--- src/rtl/mfcc_mean_accum_pkg.sv ---
// Shared defaults and FSM encoding for the MFCC mean accumulator.
package mfcc_mean_accum_pkg;

  localparam int NUM_COEF_DEF   = 13;
  localparam int COEF_W_DEF     = 16;
  localparam int FRM_W_DEF      = 8;
  localparam int MIN_FRAMES_DEF = 8;

  typedef enum logic [1:0] {
    S_IDLE   = 2'd0,
    S_ACCUM  = 2'd1,
    S_DIVIDE = 2'd2,
    S_EMIT   = 2'd3
  } state_e;

endpackage

--- src/rtl/mfcc_mean_div.sv ---
// Serial restoring divider: signed dividend by unsigned divisor, one load cycle + ACC_W steps.
// MFCC_MEAN_ROUND_EN: add divisor/2 to |dividend| for round-half-away-from-zero.
module mfcc_mean_div #(
  parameter int ACC_W = 24,
  parameter int FRM_W = 8,
  parameter int OUT_W = 16
) (
  input  logic             clk,
  input  logic             rst,
  input  logic             start,
  input  logic [ACC_W-1:0] dividend,
  input  logic [FRM_W-1:0] divisor,
  output logic             busy,
  output logic             done,
  output logic [OUT_W-1:0] quotient
);
  localparam int CNT_W = $clog2(ACC_W + 1);

  logic             busy_q, busy_d;
  logic             neg_q, neg_d;
  logic [CNT_W-1:0] cnt_q, cnt_d;
  logic [FRM_W-1:0] rem_q, rem_d;
  logic [FRM_W-1:0] dvs_q, dvs_d;
  logic [ACC_W-1:0] quo_q, quo_d;
  logic [ACC_W-1:0] mag;
  logic [FRM_W:0]   rem_sh;
  logic             ge;

  always_comb begin
    mag = dividend[ACC_W-1] ? (~dividend + 1'b1) : dividend;
`ifdef MFCC_MEAN_ROUND_EN
    mag = mag + ACC_W'(divisor >> 1);
`endif
    rem_sh = {rem_q, quo_q[ACC_W-1]};
    ge     = rem_sh >= {1'b0, dvs_q};
    busy_d = busy_q;
    neg_d  = neg_q;
    cnt_d  = cnt_q;
    rem_d  = rem_q;
    dvs_d  = dvs_q;
    quo_d  = quo_q;
    if (busy_q) begin
      // The difference always fits FRM_W bits since the new remainder is < divisor.
      rem_d = ge ? (rem_sh[FRM_W-1:0] - dvs_q) : rem_sh[FRM_W-1:0];
      quo_d = {quo_q[ACC_W-2:0], ge};
      cnt_d = cnt_q - 1'b1;
      if (cnt_q == CNT_W'(1)) busy_d = 1'b0;
    end else if (start) begin
      busy_d = 1'b1;
      neg_d  = dividend[ACC_W-1];
      cnt_d  = CNT_W'(ACC_W);
      rem_d  = '0;
      dvs_d  = divisor;
      quo_d  = mag;
    end
  end

  always_ff @(posedge clk) begin
    if (rst) begin
      busy_q <= 1'b0;
      neg_q  <= 1'b0;
      cnt_q  <= '0;
      rem_q  <= '0;
      dvs_q  <= '0;
      quo_q  <= '0;
    end else begin
      busy_q <= busy_d;
      neg_q  <= neg_d;
      cnt_q  <= cnt_d;
      rem_q  <= rem_d;
      dvs_q  <= dvs_d;
      quo_q  <= quo_d;
    end
  end

  assign busy     = busy_q;
  assign done     = busy_q && (cnt_q == CNT_W'(1));
  assign quotient = neg_q ? (~quo_q[OUT_W-1:0] + 1'b1) : quo_q[OUT_W-1:0];

endmodule

--- src/rtl/mfcc_mean_accum.sv ---
// Sums MFCC coefficients over voiced frames of an utterance, then emits per-index means.
// Rounding mode is selected inside mfcc_mean_div (MFCC_MEAN_ROUND_EN).
module mfcc_mean_accum
  import mfcc_mean_accum_pkg::*;
#(
  parameter int NUM_COEF   = NUM_COEF_DEF,
  parameter int COEF_W     = COEF_W_DEF,
  parameter int FRM_W      = FRM_W_DEF,
  parameter int MIN_FRAMES = MIN_FRAMES_DEF
) (
  input  logic              clk,
  input  logic              rst,
  input  logic              start,
  input  logic              vad_active,
  input  logic [COEF_W-1:0] coef_in,
  input  logic              coef_valid,
  input  logic              coef_last,
  output logic [COEF_W-1:0] mfcc_means,
  output logic              mfcc_means_valid,
  output logic              data_hi,
  output logic              busy
);
  localparam int ACC_W = COEF_W + FRM_W;
  localparam int IDX_W = (NUM_COEF > 1) ? $clog2(NUM_COEF) : 1;
  localparam logic [FRM_W-1:0] FRM_MAX  = '1;
  localparam logic [FRM_W-1:0] FRM_MIN  = FRM_W'(MIN_FRAMES);
  localparam logic [IDX_W-1:0] IDX_LAST = IDX_W'(NUM_COEF - 1);

  state_e                          state_q, state_d;
  logic [NUM_COEF-1:0][ACC_W-1:0]  acc_q, acc_d;
  logic [FRM_W-1:0]                frame_cnt_q, frame_cnt_d;
  logic [IDX_W-1:0]                coef_idx_q, coef_idx_d;
  logic [IDX_W-1:0]                out_idx_q, out_idx_d;
  logic                            frm_keep_q, frm_keep_d;
  logic [COEF_W-1:0]               mfcc_means_q, mfcc_means_d;
  logic                            means_valid_q, means_valid_d;
  logic                            data_hi_q, data_hi_d;
  logic                            busy_q, busy_d;
  logic                            keep_now;
  logic [ACC_W-1:0]                coef_ext;
  logic                            div_start, div_busy, div_done;
  logic [COEF_W-1:0]               div_quot;

  assign coef_ext = {{FRM_W{coef_in[COEF_W-1]}}, coef_in};

  always_comb begin
    state_d       = state_q;
    acc_d         = acc_q;
    frame_cnt_d   = frame_cnt_q;
    coef_idx_d    = coef_idx_q;
    out_idx_d     = out_idx_q;
    frm_keep_d    = frm_keep_q;
    mfcc_means_d  = '0;
    means_valid_d = 1'b0;
    div_start     = 1'b0;
    keep_now      = 1'b0;
    case (state_q)
      S_IDLE: begin
        if (start) begin
          acc_d       = '0;
          frame_cnt_d = '0;
          coef_idx_d  = '0;
          out_idx_d   = '0;
          frm_keep_d  = 1'b0;
          state_d     = S_ACCUM;
        end
      end
      S_ACCUM: begin
        if (coef_valid) begin
          if (coef_idx_q == '0 && !vad_active && frame_cnt_q >= FRM_MIN) begin
            state_d = S_DIVIDE;
          end else begin
            keep_now = (coef_idx_q == '0) ? vad_active : frm_keep_q;
            if (coef_idx_q == '0) begin
              frm_keep_d = vad_active;
              // Unvoiced frame after a too-short burst: discard the burst as noise.
              if (!vad_active && frame_cnt_q != '0) begin
                acc_d       = '0;
                frame_cnt_d = '0;
              end
            end
            if (keep_now) acc_d[coef_idx_q] = acc_q[coef_idx_q] + coef_ext;
            if (coef_last || coef_idx_q == IDX_LAST) begin
              coef_idx_d = '0;
              if (keep_now) begin
                if (frame_cnt_q != FRM_MAX) frame_cnt_d = frame_cnt_q + 1'b1;
                if (frame_cnt_d == FRM_MAX) state_d = S_DIVIDE;
              end
            end else begin
              coef_idx_d = coef_idx_q + 1'b1;
            end
          end
        end
      end
      S_DIVIDE: begin
        div_start = !div_busy;
        if (div_done) state_d = S_EMIT;
      end
      S_EMIT: begin
        mfcc_means_d  = div_quot;
        means_valid_d = 1'b1;
        if (out_idx_q == IDX_LAST) begin
          state_d = S_IDLE;
        end else begin
          out_idx_d = out_idx_q + 1'b1;
          state_d   = S_DIVIDE;
        end
      end
      default: state_d = S_IDLE;
    endcase
    data_hi_d = (state_d == S_ACCUM) && (frame_cnt_d >= FRM_MIN);
    busy_d    = (state_d != S_IDLE);
  end

  always_ff @(posedge clk) begin
    if (rst) begin
      state_q       <= S_IDLE;
      acc_q         <= '0;
      frame_cnt_q   <= '0;
      coef_idx_q    <= '0;
      out_idx_q     <= '0;
      frm_keep_q    <= 1'b0;
      mfcc_means_q  <= '0;
      means_valid_q <= 1'b0;
      data_hi_q     <= 1'b0;
      busy_q        <= 1'b0;
    end else begin
      state_q       <= state_d;
      acc_q         <= acc_d;
      frame_cnt_q   <= frame_cnt_d;
      coef_idx_q    <= coef_idx_d;
      out_idx_q     <= out_idx_d;
      frm_keep_q    <= frm_keep_d;
      mfcc_means_q  <= mfcc_means_d;
      means_valid_q <= means_valid_d;
      data_hi_q     <= data_hi_d;
      busy_q        <= busy_d;
    end
  end

  mfcc_mean_div #(
    .ACC_W (ACC_W),
    .FRM_W (FRM_W),
    .OUT_W (COEF_W)
  ) u_div (
    .clk      (clk),
    .rst      (rst),
    .start    (div_start),
    .dividend (acc_q[out_idx_q]),
    .divisor  (frame_cnt_q),
    .busy     (div_busy),
    .done     (div_done),
    .quotient (div_quot)
  );

  assign mfcc_means       = mfcc_means_q;
  assign mfcc_means_valid = means_valid_q;
  assign data_hi          = data_hi_q;
  assign busy             = busy_q;

endmodule

--- config.mk ---
export PLATFORM = sky130hd
export DESIGN_NAME = mfcc_mean_accum
export DESIGN_NICKNAME = d
export VERILOG_FILES = /design/src/rtl/mfcc_mean_accum_pkg.sv /design/src/rtl/mfcc_mean_div.sv /design/src/rtl/mfcc_mean_accum.sv
export SDC_FILE = /design/constraint.sdc
export NUM_CORES = 2
export LEC_CHECK = 0
export CAP_MARGIN = 10
export CELL_PAD_IN_SITES_DETAIL_PLACEMENT = 2
export CELL_PAD_IN_SITES_GLOBAL_PLACEMENT = 2
export CORE_AREA = 2 2 210 264
export CTS_BUF_LIST = sky130_fd_sc_hd__clkbuf_4 sky130_fd_sc_hd__clkbuf_8
export DETAILED_ROUTE_END_ITERATION = 8
export DIE_AREA = 0 0 212 266
export HOLD_SLACK_MARGIN = 0.15
export MAX_ROUTING_LAYER = met4
export PLACE_DENSITY_LB_ADDON = 0.1
export SYNTH_ARGS = -nofsm -noshare
export SYNTH_HDL_FRONTEND = slang
export SYNTH_SLANG_ARGS = --single-unit
--- constraint.sdc ---
create_clock -name clk -period 6.25 [get_ports clk]
set_input_delay 1.25 -clock clk [delete_from_list [all_inputs] [get_ports clk]]
set_output_delay 1.25 -clock clk [all_outputs]
set_load 0.01 [all_outputs]
==> flow_summary.ini <==
[synth]
synthMostInstantiatedCell = nor2_1
synth_nets = 2541
syn-instance-count = 2474
synth_common_cells = nor2_1, dfxtp_1, a22oi_1, nand2_1, clkbuf_1
ys.flop_type = dfxtp_1
async_reset_ff_share_pct = 0
syn_avg_cell_area_sq_um = 9.042
synth_edf_count = 0
ys_seq_elements = 397
synth_top_area_cell = dfxtp_1
synth_area_sq_um = 22370
ys_seq_area_share_pct = 35.53
synth_top_area_share_pct = 35.53
synth_area_leaders = dfxtp_1, mux4_2, a22oi_1
ys_types = 93
yosysWarnings = 0

[finish]
multiInputGateArea_sq_um = 13370
finalNonFillerCells = 3230
fillerInstances = 5935
layout.nets = 2507
syn2layout_area_growth_pct = 11.28
drive_gt1_share_pct = 15.65
seq_area_sq_um = 7968

[floorplanning]
dieArea_sq_um = 56390
boundaryPins = 41
row_count = 96
fp.dieH_um = 266
die_w_um = 212
start_util_pct = 41.29
core_area_sq_um = 54170

[run]
drv_cap = 0

[min_path]
worstHoldPathType = register to register
hold-path-endpoint = u_div.dvs_q[6]
min_from = u_div.dvs_q[6]
whs_path_depth = 2

[power_and_ir_drop]
p_per_area_nw_per_um2 = 231.2
p_leak_nw = 8.507
ir_worst_vdd_uv = 164.6

[worst_setup_path]
cp-startpoint = coef_idx_q[1]
path_max_fanout = 37
end_kind = register
arrival_ps = 5920
r2r_cells = 15
cp.required_ps = 6840
timing.rr.end = acc_q[191]
reg2reg_setup_slack_ps = 920
r2r_start = coef_idx_q[1]
critPathKind = register to register
start_kind = register

[place]
io_buffers = 40
dp_hpwl_mm = 65.82
place_inst = 3102
place_congestion = 0.8794

[detailed_routing]
antenna_left = 0
vias = 21140
wl_mm = 97.96
detail_route.vias_per_cell = 6.545
wl_per_cell_um = 30.33
drtIter0Drc = 1678
dr.pass1.iters = 5
drc = 0

[clocking]
htreeDepth = 3
clock_latency_ps = 680
cts_resized = 0
numCtsBuffers = 71
clock-sinks = 397
clockBufferDepth = 3
root_buffer = clkbuf_8
cts.clk_slew.worst_paths_ps = 60
cts_setup_buffers = 0
cts_tree = done
cts_hold_buf = 0

[timing]
setup-violations-final = 0
clock_skew_ps = 36.24
rsz0062_at_grt = false
finalCriticalPeriod_ps = 5334
tightestPinTransition_ps = 1257
setup_tns_ps = 0
max_slew_margin_pct = 15.92
clock.fmax_ghz = 0.1875
final_max_slew_viol_count = 0
hold_viol = 0
finalCritPeriodShare_pct = 85.34

[global_routing]
grt_usage_pct = 35.90
overflow = 0
grt_pass1_wl_mm = 146.5
antenna_found_initial = 2
grt_pass1_vias = 22846
grt_max_degree = 140

[status]
status = finished, final reports clean
[metal layers]
metal  GRT usage, %  share of wire, %  up-vias
li1               -                 -     9082
met1          40.52                38    10940
met2          60.27                49      800
met3          6.011               6.3      318
met4          20.06               6.1        0
met5              -                 0        -
[state kept, by name (all words and copies together) (netlist names)]
register          cells
acc_q               312
busy                  1
coef_idx_q            4
data_hi               1
frame_cnt_q           8
frm_keep_q            1
mfcc_means           16
mfcc_means_valid      1
out_idx_q             4
state_q               2
u_div.busy            1
u_div.cnt_q           5
u_div.dvs_q           8
u_div.neg_q           1
u_div.quo_q          24
u_div.rem_q           8
[power breakdown]
part	internal [mW]	leakage [nW]	switching, mW
Clock	1.48	0.810	1.19
Sequential	2.53	3.20	0.00967
Combinational	0.133	4.50	0.400
Total	4.15	8.51	1.60
[area by class of cell]
class                      count  share of cell area, %
sequential                   397                  32.01
clock inverter                14                 0.5730
clock buffer                 111                  5.509
tap                          735                  3.694
timing repair buffer         109                  3.860
antenna                        3                0.03016
inverter                      40                 0.6031
multi-input combinational   1821                  53.72
[critical path: stages (launching register included)]
cell	delay, ps
dfxtp_4	830
mux4_2	410
mux2i_1	230
nor2_1	100
a211oi_1	400
inv_1	100
ha_1	290
a21o_1	180
nand4_1	110
a21oi_1	90
o311a_1	360
o41ai_2	580
o21ai_0	240
xnor2_1	950
a22oi_1	220
nor2_1	160
[cell families after synthesis]
logic type | share of synthesized area, %
AOI/OAI and AO/OA | 21.60
DFF | 35.53
muxes | 17.02
adders and majority gates | 2.584
buffers and inverters | 5.246
and+or+nand+nor | 16.02
xor gates and xnor gates | 1.997
[placed cells by master (no fill, tap or decap), types with 13 or more instances in the layout]
master / n
a211oi_1: 19
a31oi_1: 17
a21oi_1: 104
nor3_1: 31
nor2b_1: 24
clkbuf_4: 25
mux4_2: 118
o21ai_2: 13
nand2_1: 176
buf_4: 66
nor2_1: 402
o21ai_0: 96
clkdlybuf4s50_1: 39
xor2_1: 21
a22o_1: 20
nand2b_1: 14
clkbuf_8: 86
and3_1: 14
mux2i_1: 92
a21o_1: 18
nand3_1: 36
o31ai_1: 13
ha_1: 43
and2_1: 30
inv_1: 36
a22oi_1: 283
dfxtp_1: 391
xnor2_1: 30
[worst max path at each step]
stage,to,slack [ps],depth (start not counted)
2_1_floorplan,acc_q[187],1520,18
3_3_place_gp,acc_q[20],1050,13
3_5_place_dp,acc_q[68],780,13
4_1_cts,acc_q[191],960,15
5_1_grt,acc_q[263],610,15
6_report,acc_q[191],920,15
[stage by stage]
| step | area, sq um | utilization [%] | power [mW] | hold slack [ps] | setup WS, ps |
|---|---|---|---|---|---|
| after floorplan | 22370 | - | 2.890 | 436.2 | 1521 |
| after global placement | 23370 | 43.14 | 3.103 | 450.4 | 1052 |
| after detailed placement | 23370 | 43.14 | 3.116 | 456.5 | 780.1 |
| after CTS | 24890 | 45.94 | 5.784 | 464.7 | 959.2 |
| after global routing | 24890 | 45.95 | 5.939 | 500.8 | 614.4 |
| final | 24890 | 45.95 | 5.754 | 463.3 | 916.5 |
Note: power is estimated with default switching activity, not from simulation.
